`config.mk`:
```
export PLATFORM = sky130hd
export DESIGN_NAME = golden_nonce_collector
export DESIGN_NICKNAME = d
export VERILOG_FILES = /design/src/rtl/golden_nonce_collector.sv
export SDC_FILE = /design/constraint.sdc
export NUM_CORES = 1
export LEC_CHECK = 0
export BUFFER_PORTS_ARGS = -buffer_cell sky130_fd_sc_hd__buf_4
export CAP_MARGIN = 20
export CORE_ASPECT_RATIO = 0.8
export CORE_MARGIN = 2
export CORE_UTILIZATION = 54
export CTS_CLUSTER_DIAMETER = 40
export CTS_CLUSTER_SIZE = 28
export DETAILED_ROUTE_END_ITERATION = 16
export PLACE_DENSITY = 0.73
export SYNTH_ARGS = -nofsm -noshare
export SYNTH_HDL_FRONTEND = slang
export SYNTH_SLANG_ARGS = --single-unit
```
`constraint.sdc`:
```
create_clock -name clk -period 5.4 [get_ports clk]
set_clock_uncertainty 0.2 [all_clocks]
set_input_delay 0.27 -clock clk [delete_from_list [all_inputs] [get_ports clk]]
set_output_delay 0.27 -clock clk [all_outputs]
set_load 0.005 [all_outputs]
```
`src/rtl/golden_nonce_collector.sv`:
```
// Collects winning nonces: delays each issued nonce by the validator latency,
// pairs it with success_i, and buffers winners in a small result FIFO.
//
// state | meaning
// IDLE  | after reset, waiting for the first start_i
// RUN   | accepting nonces, job in progress
// DONE  | last nonce has retired; FIFO may still drain
module golden_nonce_collector #(
  parameter int LATENCY = 4,
  parameter int DEPTH   = 4
) (
  input  logic        clk,
  input  logic        rst_n,
  input  logic        start_i,
  input  logic [31:0] nonce_i,
  input  logic        nonce_valid_i,
  input  logic        nonce_last_i,
  input  logic        success_i,
  output logic [31:0] result_nonce_o,
  output logic        result_valid_o,
  input  logic        result_ready_i,
  output logic        busy_o,
  output logic        done_o,
  output logic        overflow_o,
  output logic [7:0]  win_count_o
);

  localparam int AW = $clog2(DEPTH);

  typedef enum logic [1:0] {IDLE, RUN, DONE} state_t;

  state_t state_q, state_d;

  logic [LATENCY-1:0] dl_valid;
  logic [LATENCY-1:0] dl_last;
  logic [31:0]        dl_nonce [LATENCY];

  logic [31:0] fifo_mem [DEPTH];
  logic [AW:0] wr_ptr, rd_ptr;

  logic capture, winner, retire;
  logic empty, full, push, pop, drop;

  assign capture = (state_q == RUN) && nonce_valid_i && !start_i;
  assign winner  = dl_valid[LATENCY-1] && success_i;
  assign retire  = dl_valid[LATENCY-1] && dl_last[LATENCY-1];

  assign empty = (wr_ptr == rd_ptr);
  assign full  = (wr_ptr[AW] != rd_ptr[AW]) && (wr_ptr[AW-1:0] == rd_ptr[AW-1:0]);
  assign pop   = !empty && result_ready_i;
  // A full FIFO still takes a winner if the head leaves on the same edge.
  assign push  = winner && (!full || pop);
  assign drop  = winner && full && !pop;

  always_ff @(posedge clk or negedge rst_n) begin
    if (!rst_n) state_q <= IDLE;
    else        state_q <= state_d;
  end

  always_comb begin
    state_d = state_q;
    if (start_i)                       state_d = RUN;
    else if (state_q == RUN && retire) state_d = DONE;
  end

  assign busy_o = (state_q == RUN);
  assign done_o = (state_q == DONE);

  always_ff @(posedge clk or negedge rst_n) begin
    if (!rst_n) begin
      dl_valid <= '0;
      dl_last  <= '0;
      for (int i = 0; i < LATENCY; i++) dl_nonce[i] <= '0;
    end else if (start_i) begin
      dl_valid <= '0;
      dl_last  <= '0;
      for (int i = 0; i < LATENCY; i++) dl_nonce[i] <= '0;
    end else begin
      for (int i = LATENCY - 1; i > 0; i--) begin
        dl_valid[i] <= dl_valid[i-1];
        dl_last[i]  <= dl_last[i-1];
        dl_nonce[i] <= dl_nonce[i-1];
      end
      dl_valid[0] <= capture;
      dl_last[0]  <= capture && nonce_last_i;
      dl_nonce[0] <= nonce_i;
    end
  end

  always_ff @(posedge clk) begin
    if (push && !start_i) fifo_mem[wr_ptr[AW-1:0]] <= dl_nonce[LATENCY-1];
  end

  always_ff @(posedge clk or negedge rst_n) begin
    if (!rst_n) begin
      wr_ptr      <= '0;
      rd_ptr      <= '0;
      overflow_o  <= 1'b0;
      win_count_o <= '0;
    end else if (start_i) begin
      wr_ptr      <= '0;
      rd_ptr      <= '0;
      overflow_o  <= 1'b0;
      win_count_o <= '0;
    end else begin
      if (push) wr_ptr <= wr_ptr + 1'b1;
      if (pop)  rd_ptr <= rd_ptr + 1'b1;
      if (drop) overflow_o <= 1'b1;
      if (winner && win_count_o != 8'hFF) win_count_o <= win_count_o + 8'd1;
    end
  end

  assign result_valid_o = !empty;
  // Gate the head so the output reads zero whenever the FIFO is empty or in reset.
  assign result_nonce_o = empty ? 32'h0 : fifo_mem[rd_ptr[AW-1:0]];

endmodule

```
Yosys cells after proc, flatten, opt, wreduce, memory -nomap -nowiden:

Memory sizes are Yosys's and may differ from the RTL's.
Index checks and enable logic that the tools add are counted.

* add/subtract/negate cells: 3
* reductions and logical operators: 23
* equality and inequality tests: 6
* mux-type cells: 16

Operator list (number)
* 128-bit 2-to-1 mux: 1
* 32-bit 2-to-1 mux: 1
* 8-bit 2-to-1 mux: 2
* 1-bit logical AND: 13
* 3-bit 2-to-1 mux: 4
* 2-bit nonzero test: 5
* 8-bit by 1-bit adder with 8-bit output (second input constant): 1
* 4-bit 2-to-1 mux: 2
* 8-bit != test (second input constant): 1
* 3-bit by 1-bit adder with 3-bit output (second input constant): 2
* 1-bit zero test: 4
* 1-bit 2-to-1 mux: 4
* 2-bit 2-to-1 mux: 2
* 3-bit equality test: 1
* 2-bit by 1-bit equality test with 1-bit output (second input constant): 1
* 2-bit equality test: 1
* 2-bit equality test (second input constant): 1
* 1-bit logical OR: 1
* 1-bit != test: 1

* register bits: 153
* RAM bits: 128
* bits of input ports: 39
* memories kept: 1

Memory list
* fifo_mem: depth 4, width 32, rd ports 1, clocked after Yosys merged registers in 0, wr ports 1, RTL line 38 `logic [31:0] fifo_mem [DEPTH];`

Depth between registers and ports, before layout:

Gate-level depths: netlist of run 1.

* depth in word-level cells: 8
* gate-level depth with buffers: 5
* mapped depth without buffers: 5

Worst setup path after synthesis of run 1:

OpenSTA, ideal clock, no wires.

* path type: register -> register
* start: reg rd_ptr[0]
* end: mem fifo_mem[3][0] (enable)
* setup slack: 1.571 ns
* buffers on the path: 1
* stages on the path, launching flop included: 5
* setup time: 0.461 ns
* arrival time: 3.168 ns
* data required time: 4.739 ns
* cell sequence: dfrtp_1 buf_6 xor2_2 o41ai_4 nor3_1

* word-level cells in the longest chain between the ends: 8
* elaborated cells on any way between the ends: 11

Ends and longest elaborated chain
* start, declared: RTL line 39 `logic [AW:0] wr_ptr, rd_ptr;`
* start signal, assigned: RTL line 107 `if (pop) rd_ptr <= rd_ptr + 1'b1;`
* 3-bit equality test / 2-bit equality test (equally long branches): RTL line 48, 49
* 1-bit zero test / 1-bit logical AND (equally long branches): RTL line 50, 49
* 1-bit logical AND / 1-bit zero test (equally long branches): RTL line 50, 52
* 1-bit logical OR *: RTL line 52 `assign push = winner && (!full || pop);`
* 1-bit logical AND *: RTL line 52
* 1-bit logical AND *: RTL line 91 `if (push && !start_i) fifo_mem[wr_ptr[AW-1:0]] <= dl_nonce[LATENCY-1];`
* 1-bit 2-to-1 mux *: RTL line 91
* 1-bit 2-to-1 mux (not written as such) *: RTL line 91
* end, declared: RTL line 38

Every way passes the cells marked *; elsewhere a longest branch is shown, timed or not.

Final worst setup path of run 1:

* start: reg rd_ptr[1]
* end: out result_nonce_o[15]

* word-level cells in the longest chain between the ends: 2
* elaborated cells on any way between the ends: 3

Ends and longest elaborated chain
* memory read 4 x 32 bit / 3-bit equality test (equally long branches)
* 32-bit 2-to-1 mux *: RTL line 115 `assign result_nonce_o = empty ? 32'h0 : fifo_mem[rd_ptr[AW-1:0]];`
* end, declared: RTL line 19 `output logic [31:0] result_nonce_o,`

Marked as above.

==> results of run 1 <==
[flip-flops by register name (all words and copies together), names as in the netlist]
signal / cells
dl_nonce: 128
wr_ptr: 3
state_q: 2
dl_valid: 4
win_count_o: 8
dl_last: 4
fifo_mem: 128
overflow_o: 1
rd_ptr: 3
[synth_stat cells (all sizes together), types with 3 or more instances]
| cell type | n |
|---|---|
| dfrtp | 153 |
| ha | 6 |
| and2b | 13 |
| inv | 5 |
| and2 | 5 |
| clkbuf | 21 |
| xor2 | 7 |
| nor2 | 14 |
| nor3 | 4 |
| mux2i | 4 |
| mux4 | 32 |
| nor2b | 155 |
| a21oi | 3 |
| o21ai | 4 |
| buf | 7 |
| nand2 | 3 |
| nand3 | 3 |
| edfxtp | 128 |
[routing by layer]
metal  vias up  track usage (%)
li1       2311                -
met3        22             3.07
met4         0             3.58
met1      2427             26.0
met5         -                0
met2       110             25.3
[cells by family after synthesis]
logic type,count (synthesis)
buf+inv,33
xor+xnor,9
mux,36
flops,281
fa+ha+maj,6
compound gates,16
simple gates,208
[placed cells by master (no fill, tap or decap), types with 2 or more instances in the layout]
cell / synthesis / routed
nor2b_1: 155 / 155
dfrtp_1: 153 / 152
edfxtp_1: 128 / 128
buf_4: 0 / 89
dlygate4sd3_1: 0 / 38
mux4_2: 32 / 32
clkbuf_16: 0 / 30
nor2_1: 14 / 14
and2b_1: 13 / 13
inv_6: 0 / 7
ha_1: 6 / 6
and2_1: 5 / 5
xor2_1: 5 / 5
inv_1: 5 / 5
inv_8: 0 / 5
o21ai_0: 4 / 4
mux2i_1: 4 / 4
nand2_1: 3 / 3
nand3_1: 3 / 3
a21oi_1: 3 / 3
clkinv_8: 0 / 3
clkbuf_1: 21 / 3
xnor2_1: 2 / 2
nand4_1: 2 / 2
nor3_1: 3 / 2
nor4_1: 2 / 2
a31oi_1: 2 / 2
o211ai_1: 2 / 2
or3_1: 2 / 2
clkbuf_8: 0 / 2
[worst paths after layout]
check,start,endpoint,slack (ns),cells after the start
worst max-delay path,rd_ptr[1],result_nonce_o[15],2.49,6
min in group asynchronous,rst_n,win_count_o[6],0.21,2
worst min-delay path,start_i,dl_nonce[54],0.12,2
worst max register to register,rd_ptr[1],fifo_mem[1][14],2.77,6
worst min register to register,dl_nonce[59],dl_nonce[27],0.25,1
max in group asynchronous,rst_n,dl_nonce[9],3.54,3
[power by group through the flow]
stage	Clock [uW]	Combinational [uW]	Sequential, uW
final	1960	131	2270
after global routing	2090	147	2270
after CTS	2000	132	2270
after detailed placement	0	110	2310
after global placement	0	107	2310
after floorplan	0	54.4	2310
[cell type report]
type	count	area, sq um
well taps	253	317
clock buffers	34	764
flip-flops and latches	281	7670
repair buffers	129	1080
multi-input cells	275	2360
fillers	1237	5850
inverters	5	18.8
clock inverters	18	209
[metrics by stage]
stage               utilization [%]  std cells  power (uW)
floorplan                         -        589        2360
global placement               60.4        904        2420
detailed placement             60.4        904        2420
CTS                            67.9        994        4400
global route                   68.0        995        4510
finish                         68.0        995        4360
==> results.ini, run 1 <==
[timing]
setup_viol = 0
slew_headroom_pct = 42.8
drv_slew = 0
final.setup.tns_ns = 0
fin_ws_ns = 2.49
tightest_slew_ns = 0.858
finalCritPeriodShare_pct = 53.8
clock.fmax_mhz = 344
hold_ws_ns = 0.118
fin_crit_ns = 2.91
finalHoldViolations = 0
rsz0062_at_grt = no

[synth]
synth-xor-area-share_pct = 1.03
yosys.area_share.simple_pct = 12.6
synthesis.area_sq_mm = 0.0102
synth_top_family_by_area = simple AND/OR/NAND/NOR gates
yosys-top-cells-area = edfxtp_1 38%, dfrtp_1 38%, nor2b_1 9.5%, mux4_2 7.1%, and2b_1 0.96%
synthCells = 589
synth_top_cell_area_share_pct = 37.8
synth-compound-area-share_pct = 1.27
syn_avg_cell_area_sq_um = 17.3
synth_edf_count = 128
yosysTopAreaCell = edfxtp_1
synth_nets = 634
ys_warn_count = 0
async_flop_share_pct = 54.4
seq_area_frac_synth_pct = 75.5
synthMuxAreaShare_pct = 7.48
synth_seq_cells = 281
synth_fa_ha_area_share_pct = 0.739
ys.flop_type = dfrtp_1
yosysUniqueCellTypes = 39

[clock_network]
cts_buffer_depth = 3
cts.htree.levels = 1
post_cts_buffers = 0
cts_made_buffers = 28
ctsResizeCount = 0
tritoncts = done
cts_hold_buf = 38
cts_root_buf = clkbuf_16
clkSinkCount = 281
clk_latency_ns = 0.52
clkTransAtPathRegs_ns = 0.07

[route]
wl_um = 15900
num_vias = 4870
wl_met2_um = 7420
highest_layer = met4
route.detailed.drc = 0
drt-wirelength-per-cell_um = 16.0
wl_met1_um = 7570
dr.pass1.iters = 4
viasPerCell = 4.89
drt-initial-drc-count = 323
wl_met3_um = 637
ant_nets = 0

[global_routing]
grt_pass1_wl_um = 26000
antenna_found_initial = 0
grt_pass1_vias = 4930
grt_max_degree = 98
overflow = 0
groute.usage.overall_pct = 16.7

[placement]
io_buffers = 82
place_hpwl_um = 8780
pre_cts_slack_ns = 2.57
gp_congestion = 0.789
place_area_sq_mm = 0.0110

[floorplanning]
fp.dieH_um = 127
ios = 83
die_width_um = 157
initial_core_util_pct = 55.6
rows = 44
core_area_sq_mm = 0.0183
die_area_sq_mm = 0.0199

[layout]
nets = 765
fin_area_sq_mm = 0.0124
drive_above_1_share_pct = 24.1
areaGrowthSynthToFinish_pct = 22.3
num_antenna_cells = 0

[setup_path]
crit_path_start_kind = register
path_delay_family = buffers and inverters
critPathBufInv = 3
cp_max_fo = 35
cpMaxStageDelayCell = buf_4
worstPathArrival_ns = 2.44
critPathMostFrequentCell = buf_4
path_cells = buf_4 -> xor2_4 -> nor3_4 -> clkbuf_16 -> and2b_1 -> buf_4
worstSetupPathType = register to output pin
critPathMaxStageDelay_ns = 0.47
cp-end-kind = output pin
cp.required_ns = 4.93

[pwr]
pwr-share-seq_pct = 52.1
p_switching_uw = 925
swShare_pct = 21.2
power_density_mw_per_mm2 = 351
clock_power_share_pct = 44.9
irDropWorstVdd_mv = 0.225
p_comb_share_pct = 3.0
p_leak_uw = 0.00537
internal-power_uw = 3430

[outcome]
status = completed

[run]
drv_cap = 0

[min_path]
hp-class = input port to register

Power figures use the tool's default switching activity.
==> run 2: changes to the inputs <==
clock period = 2.97 ns   (was 5.4 ns; I/O delays follow)
==> run 2 against run 1 <==
Against the previous run: the flow now finishes with violations (hold timing); combinational power increased by 84%; non-clock buffer count rose by 5; sequential cell count is the same; first-iteration DRC count shrank 27%; global-route usage up 0.36 points; sequential power grew 82%; register-to-register slack lost 2.2 ns; hold slack lost 0.13 ns; critical path depth fell by 2; wire length up 1.7%; critical path type unchanged; critical endpoint is now result_nonce_o[2]; largest cell class unchanged; largest power group unchanged.
==> results.ini, run 2 (same netlist as run 1, synthesis figures left out) <==
[global_routing]
grt.met1_usage_pct = 24.3
grt_max_degree = 92
antenna_found_initial = 0
top_usage_layer = met2
grt_use_met3_pct = 3.11
met2_usage_pct = 28.1
grt_pass1_vias = 5087
groute.usage.overall_pct = 17.1
overflow = 0
grt_pass1_wl_um = 26300

[timing]
tightest_slew_ns = 0.832
clock.fmax_mhz = 360
fin_crit_ns = 2.78
rsz0062_at_grt = no
hold_ws_ns = -0.00844
drv_slew = 0
setup_viol = 0
finalCritPeriodShare_pct = 93.6
finalHoldViolations = 4
final.setup.tns_ns = 0
slew_headroom_pct = 44.5

[layout]
area.sequential_sq_mm = 0.00767
multi_input_area_sq_mm = 0.00237
fin_cells = 1006
final_common_cell = nor2b_1
fin_area_sq_mm = 0.0126
nets = 773
num_antenna_cells = 0
areaGrowthSynthToFinish_pct = 23.5
mostFrequentLayoutCells = 155 x nor2b_1, 152 x dfrtp_1, 128 x edfxtp_1
final_util_pct = 68.7
fillers = 1250
drive_above_1_share_pct = 24.8

[route]
num_vias = 4849
dr.pass1.iters = 7
route.detailed.drc = 0
drt-wirelength-per-cell_um = 16.0
ant_nets = 0
wl_um = 16100
viasPerCell = 4.82
drt-initial-drc-count = 237

[setup_path]
cp_max_fo = 34
worstSetupPathType = register to output pin
worstPathArrival_ns = 2.43
r2r_start = wr_ptr[1]
cp-end-kind = output pin
crit_path_start = rd_ptr[0]
crit_path_start_kind = register
cp.required_ns = 2.62

[outcome]
status = complete, but fails checks
violations = hold timing

[clock_network]
clkSinkCount = 281
clkTransAtPathRegs_ns = 0.06
cts.htree.levels = 1
cts_made_buffers = 31
cts_buffer_depth = 3
tritoncts = done
clk_latency_ns = 0.54
ctsResizeCount = 0
cts_root_buf = clkbuf_16

[pwr]
power_density_mw_per_mm2 = 651
p_leak_uw = 0.00542
irDropWorstVdd_mv = 0.394

[floorplanning]
die_width_um = 157
core_area_sq_mm = 0.0183
fp.dieH_um = 127
ios = 83
rows = 44
initial_core_util_pct = 55.6
die_area_sq_mm = 0.0199

[min_path]
hp-class = input port to async pin

[placement]
dp_cells = 907
gp_congestion = 0.770
io_buffers = 82
place_area_sq_mm = 0.0111
place_hpwl_um = 9160

[run]
drv_cap = 0

-- run 2: layout make-up --
type	instances	share of cell area [%]
Sequential cell	281	61.1
Multi-Input combinational cell	275	18.8
Timing Repair Buffer	134	8.96
Clock buffer	38	6.63
Tap cell	253	2.52
Clock inverter	20	1.77
Inverter	5	0.149
-- run 2: worst paths after layout --
path                       slack (ns)           endpoint  depth (start not counted)
max in group asynchronous        1.80       dl_nonce[50]                          3
setup reg to reg                 0.57     fifo_mem[1][6]                          5
hold reg to reg                  0.26       dl_nonce[90]                          1
min in group clk                 0.16      dl_nonce[105]                          3
setup / recovery                 0.19  result_nonce_o[2]                          4
hold / removal                 -0.008     win_count_o[7]                          2
-- run 2: what timing repair did --
| action | in CTS | in global routing |
|---|---|---|
| hold buffers | 41 | 0 |
| setup buffers | 0 | 0 |
| hold endpoints to repair | 193 | 0 |
-- run 2: through the flow --
step	worst slack [ns]	hold slack (ns)	total power [uW]
finish	0.191	-0.00844	8170
global route	0.0380	0.0545	8450
CTS	0.120	0.0117	8250
detailed placement	0.591	0.0173	4410
global placement	0.686	0.00961	4400
floorplan	0.124	-0.347	4300
-- run 2: worst max-delay path, cell delays in order (launching register included) --
cell	delay, ns
dfrtp_2	0.39
buf_4	0.55
mux4_2	0.61
nor2b_1	0.16
buf_4	0.15
-- run 2: power by group --
| part | switching (uW) | total [uW] | internal [uW] |
|---|---|---|---|
| Clock | 1510 | 3800 | 2290 |
| Combinational | 117 | 241 | 124 |
| Sequential | 20.2 | 4130 | 4110 |
| Total | 1650 | 8170 | 6520 |
-- run 2: per-layer routing --
layer	part of all wire (%)	wire length [um]
met5	0	0
met4	1.5	247
met3	5.0	805
met2	47	7600
met1	46	7490
